**src/rtl/exec_ctrl.sv**
```systemverilog
// exec_ctrl: run/halt/single-step controller driving the datapath clock enable.
// Debounced button, multi-cycle step, PC breakpoint, halt cause, enabled-cycle counter.
module exec_ctrl #(
   parameter int ADDR_WIDTH      = 8,
   parameter int STEP_WIDTH      = 8,
   parameter int CNT_WIDTH       = 16,
   parameter int DEBOUNCE_CYCLES = 1000
) (
   input  logic                  i_clk,
   input  logic                  i_nReset,
   input  logic                  i_ctrlHlt,
   input  logic                  i_button,
   input  logic                  i_stepMode,
   input  logic [STEP_WIDTH-1:0] i_stepCount,
   input  logic [ADDR_WIDTH-1:0] i_pcAddr,
   input  logic [ADDR_WIDTH-1:0] i_bpAddr,
   input  logic                  i_bpEn,
   output logic                  o_clkEn,
   output logic                  o_halted,
   output logic [1:0]            o_haltCause,
   output logic [CNT_WIDTH-1:0]  o_cycleCount
);

   localparam int DB_W = $clog2(DEBOUNCE_CYCLES + 1);
   localparam logic [DB_W-1:0] DB_LAST = DB_W'(DEBOUNCE_CYCLES - 1);

   localparam logic [1:0] CAUSE_NONE = 2'b00;
   localparam logic [1:0] CAUSE_HLT  = 2'b01;
   localparam logic [1:0] CAUSE_BP   = 2'b10;
   localparam logic [1:0] CAUSE_STEP = 2'b11;

   // bit 0 is the halted flag so the clock enable comes straight off a flop
   typedef enum logic [1:0] {
      RUN  = 2'b00,
      HALT = 2'b01,
      STEP = 2'b10
   } state_t;

   state_t                state;
   state_t                stateNext;
   logic [1:0]            causeNext;
   logic                  stepLoad;
   logic                  sync1;
   logic                  sync2;
   logic                  dbLevel;
   logic                  dbPrev;
   logic [DB_W-1:0]       dbCnt;
   logic                  press;
   logic [STEP_WIDTH-1:0] stepCnt;
   logic [STEP_WIDTH-1:0] stepLoadVal;
   logic                  bpArmed;
   logic                  pcMatch;
   logic                  bpHit;

   assign press       = dbLevel & ~dbPrev;
   assign pcMatch     = (i_pcAddr == i_bpAddr);
   assign bpHit       = i_bpEn & bpArmed & pcMatch;
   assign stepLoadVal = (i_stepCount == '0) ? STEP_WIDTH'(1) : i_stepCount;

   // two-flop synchroniser for the raw button
   always_ff @(posedge i_clk or negedge i_nReset) begin
      if (!i_nReset) begin
         sync1 <= 1'b0;
         sync2 <= 1'b0;
      end else begin
         sync1 <= i_button;
         sync2 <= sync1;
      end
   end

   // accept a new level only after it has been stable long enough
   always_ff @(posedge i_clk or negedge i_nReset) begin
      if (!i_nReset) begin
         dbLevel <= 1'b0;
         dbPrev  <= 1'b0;
         dbCnt   <= '0;
      end else begin
         dbPrev <= dbLevel;
         if (sync2 == dbLevel) begin
            dbCnt <= '0;
         end else if (dbCnt == DB_LAST) begin
            dbLevel <= sync2;
            dbCnt   <= '0;
         end else begin
            dbCnt <= dbCnt + DB_W'(1);
         end
      end
   end

   // state and halt-cause registers
   always_ff @(posedge i_clk or negedge i_nReset) begin
      if (!i_nReset) begin
         state       <= RUN;
         o_haltCause <= CAUSE_NONE;
      end else begin
         state       <= stateNext;
         o_haltCause <= causeNext;
      end
   end

   // next-state and halt-cause selection
   always_comb begin
      stateNext = state;
      causeNext = o_haltCause;
      stepLoad  = 1'b0;
      unique case (state)
         RUN: begin
            if (i_ctrlHlt) begin
               stateNext = HALT;
               causeNext = CAUSE_HLT;
            end else if (bpHit) begin
               stateNext = HALT;
               causeNext = CAUSE_BP;
            end
         end
         HALT: begin
            if (press) begin
               causeNext = CAUSE_NONE;
               stateNext = i_stepMode ? STEP : RUN;
               stepLoad  = i_stepMode;
            end
         end
         STEP: begin
            if (i_ctrlHlt) begin
               stateNext = HALT;
               causeNext = CAUSE_HLT;
            end else if (bpHit) begin
               stateNext = HALT;
               causeNext = CAUSE_BP;
            end else if (stepCnt == STEP_WIDTH'(1)) begin
               stateNext = HALT;
               causeNext = CAUSE_STEP;
            end
         end
         default: stateNext = RUN;
      endcase
   end

   // Moore outputs decoded from the state register
   always_comb begin
      o_clkEn  = ~state[0];
      o_halted = state[0];
   end

   // step down-counter: load on step entry, count while stepping
   always_ff @(posedge i_clk or negedge i_nReset) begin
      if (!i_nReset) begin
         stepCnt <= '0;
      end else if (stepLoad) begin
         stepCnt <= stepLoadVal;
      end else if (state == STEP) begin
         stepCnt <= stepCnt - STEP_WIDTH'(1);
      end
   end

   // disarm on a breakpoint halt; re-arm once the PC moves away
   always_ff @(posedge i_clk or negedge i_nReset) begin
      if (!i_nReset) begin
         bpArmed <= 1'b1;
      end else if (!pcMatch) begin
         bpArmed <= 1'b1;
      end else if (state != HALT && stateNext == HALT &&
                   causeNext == CAUSE_BP) begin
         bpArmed <= 1'b0;
      end
   end

   // saturating count of enabled cycles
   always_ff @(posedge i_clk or negedge i_nReset) begin
      if (!i_nReset) begin
         o_cycleCount <= '0;
      end else if (o_clkEn && o_cycleCount != '1) begin
         o_cycleCount <= o_cycleCount + CNT_WIDTH'(1);
      end
   end

endmodule

```
**config.mk**
```make
export PLATFORM = sky130hd
export DESIGN_NAME = exec_ctrl
export DESIGN_NICKNAME = d
export VERILOG_FILES = /design/src/rtl/exec_ctrl.sv
export SDC_FILE = /design/constraint.sdc
export NUM_CORES = 1
export LEC_CHECK = 0
export CAP_MARGIN = 20
export CORE_MARGIN = 3
export CORE_UTILIZATION = 45
export CTS_CLUSTER_DIAMETER = 60
export DETAILED_ROUTE_END_ITERATION = 12
export PLACE_DENSITY = 0.75
export RECOVER_POWER = 50
export SLEW_MARGIN = 10
export SYNTH_ARGS = -nofsm -noshare
export SYNTH_HDL_FRONTEND = slang
export SYNTH_SLANG_ARGS = --single-unit
```
**constraint.sdc**
```tcl
create_clock -name i_clk -period 1.6 [get_ports i_clk]
set_clock_uncertainty 0.05 [all_clocks]
set_input_delay 0.32 -clock i_clk [delete_from_list [all_inputs] [get_ports i_clk]]
set_output_delay 0.32 -clock i_clk [all_outputs]
set_load 0.01 [all_outputs]
```
==> impl_metrics.tcl <==
set metrics [dict create \
    setup_tns_ps -749 \
    startpoint "o_cycleCount[1]$_DFFE_PN0P_" \
    placed_area_mm2 0.00322 \
    start_util 0.470 \
    crit_fanout 3 \
    setup_viol 14 \
    status "finished, violations left" \
    fin_crit_ps 1730 \
    io_pins 50 \
    grt_overflow_total 0 \
    slowest_stage "dfrtp_2" \
    critPathBufInv 1 \
    r2r_start "o_cycleCount[1]$_DFFE_PN0P_" \
    ys_ff_latch 43 \
    num-fill-cells 364 \
    crit_type "register to register" \
    clkTransAtPathRegs_ps 80 \
    cts.sinks 43 \
    vdd_drop_max_mv 0.346 \
    r2r_cells 7 \
    final_area_mm2 0.00348 \
    diodes 0 \
    drt_first_pass_iters 4 \
    syn_inst 222 \
    grt_pass1_vias 2142 \
    grtUsageTotal 0.199 \
    dp_hpwl_mm 4.02 \
    power_switching_share 0.248 \
    synthToLayoutAreaGrowth_pct 55.7 \
    relSlewSlack 0.441 \
    synthTopCellsByArea "dfrtp_1, xnor2_1, nand2_1" \
    ctsHtreeMaxLevel 2 \
    maxCapViolCount 0 \
    whs_ps 315 \
    ant_nets 0 \
    fmax_mhz 578 \
    power_frac_comb 0.165 \
    routed_wl_mm 5.57 \
    nets 375 \
    rsz0062_at_grt "true" \
    violations "setup timing" \
    synthFlopType "dfrtp_1" \
    cts_root_buf "clkbuf_8" \
    maxSlewViolCount 0 \
    io_buffers 49 \
    path_depth 7 \
    switchingPower_uw 544 \
    clock_latency_ps 300 \
    gr-max-usage-layer "met2" \
    yosysUniqueCellTypes 46 \
    cp-end-kind "register" \
    power_density_mw_per_mm2 631 \
    clk_path_buf_depth 2 \
    r2r_slack_ps -130 \
    finalCritPeriodShare 1.08 \
    grt_max_degree 19 \
    cellLeakagePower_nw 1.63 \
    cp_data_required_time_ps 1730 \
    synth_top_area_share 0.471 \
    hold_path.class "register to register" \
    layout-drive-gt1-share 0.325 \
    place_congestion 0.875 \
    cts_tree "yes" \
    die_height_um 76.5 \
    syn_nets 256 \
    first_iter_violations 116 \
    pwr-share-clk 0.306 \
    yosysWarningCount 0 \
    rr_endpoint "o_cycleCount[5]$_DFFE_PN0P_" \
    core_mm2 0.00475 \
    syn-cell-area_mm2 0.00223 \
    synth_edf_count 0 \
    use_met1 0.239 \
    yosysMostFrequentCell "dfrtp_1" \
    fp-row-count 25 \
    cp-endpoint "o_cycleCount[5]$_DFFE_PN0P_" \
    yosys.area.top_type "dfrtp_1" \
    critPathLaunchType "register" \
    crit_path_cell_trace "ha_4, and3_4, nand4_1, buf_4, o21ai_2, or3_1, xnor2_1" \
    grt_util_met3 0.0473 \
    grt_pass1_wl_mm 9.45 \
    synthTopCellsByCount "dfrtp_1, nand2_1, xnor2_1" \
    critPathArrivalTime_ps 1860 \
    power_frac_seq 0.529 \
    fin_ws_ps -130 \
    path_delay_family "simple AND/OR/NAND/NOR gates" \
    ys_seq_area_frac 0.482 \
    avgSynthCellArea_um2 10.1 \
    synthArstFlopShare 1.00 \
    drc 0 \
    hold_viol_final 0 \
    fp.dieArea_mm2 0.00584 \
    grt_use_met2 0.343 \
    critPathMaxStageDelay_ps 430 \
    antenna_found_initial 0 \
    vias_per_cell 5.18 \
    vias 2119 \
    routedWlPerCell_um 13.6 \
    p_int_mw 1.65 \
    numCtsBuffers 5 \
    worst_pin_slew_ps 838 \
    die_w_um 76.5 \
]
cells in the final DEF (no fill, tap or decap), types with 3 or more instances in the layout:
cell type	netlist	layout
nand4_1	8	8
a31oi_1	3	3
o21ai_1	3	3
nor2_2	0	3
dfrtp_1	42	37
clkbuf_8	0	5
clkbuf_1	1	5
or3_1	3	3
xor2_1	10	10
o211ai_1	3	3
o21ai_0	4	4
dlygate4sd2_1	0	18
nand2_1	27	21
inv_1	8	8
dfrtp_2	0	5
xnor2_1	23	21
nor3_1	10	8
nand3_1	10	10
and3_1	6	3
nor2_1	21	18
buf_4	0	59
a21oi_2	2	3
clkdlybuf4s50_1	0	27
nand2_2	0	5
final cells by class:
cell class / instances / area, um2 / share of cell area
Tap cell: 67 / 83.8 / 0.0241
Inverter: 9 / 33.8 / 0.00971
Clock buffer: 8 / 80.1 / 0.0230
Sequential cell: 43 / 1080 / 0.312
Timing Repair Buffer: 114 / 961 / 0.276
Multi-Input combinational cell: 168 / 1240 / 0.355
how the worst min path moves through the flow:
stage	cells past startpoint	from	slack, ps	to
global route	0	sync1$_DFF_PN0_	340	sync2$_DFF_PN0_
floorplan	0	i_nReset	-30	dbCnt[0]$_DFF_PN0_
finish	0	sync1$_DFF_PN0_	320	sync2$_DFF_PN0_
detailed placement	1	i_nReset	210	dbCnt[1]$_DFF_PN0_
global placement	1	i_nReset	220	dbCnt[0]$_DFF_PN0_
CTS	0	sync1$_DFF_PN0_	320	sync2$_DFF_PN0_
state kept, by name, summed over array words and instances (netlist names):
name	cells
sync1	1
state	2
dbPrev	1
dbCnt	10
sync2	1
dbLevel	1
o_cycleCount	16
stepCnt	8
bpArmed	1
o_haltCause	2
metrics by stage:
stage,util,std cells,power [mW],worst slack [ps]
floorplan,-,222,1.30,-131
global route,0.732,409,2.30,-177
detailed placement,0.677,388,1.54,-209
global placement,0.677,388,1.53,-176
finish,0.732,409,2.20,-130
CTS,0.709,404,2.20,-91.4
metal layers:
layer | wire (um) | share of wire
met4 | 119 | 0.021
met2 | 2890 | 0.52
met1 | 2320 | 0.42
met5 | 0 | 0
met3 | 236 | 0.042
power by group through the flow:
stage                     registers [mW]  logic, mW  clock network, mW
after floorplan                     1.20     0.0977                  0
after global placement              1.18      0.351                  0
after detailed placement            1.18      0.361                  0
after CTS                           1.16      0.351              0.687
after global routing                1.17      0.401              0.733
final                               1.16      0.362              0.673
logic make-up after synthesis:
family                     count (synthesis)  synth area share
DFF                                       43             0.482
xor gates and xnor gates                  33             0.129
muxes                                      1           0.00504
adders and majority gates                  4            0.0224
and+or+nand+nor                          100             0.238
buffers and inverters                     11            0.0190
AOI/OAI and AO/OA                         30             0.104
repair_timing:
item,4_1_cts,5_1_grt
setup buffers,7,6
resized for setup,29,21
pin swaps,9,12
setup endpoints to repair,40,31
hold buffers,1,0
hold endpoints to repair,13,0
(Power assumes the default switching activity.)
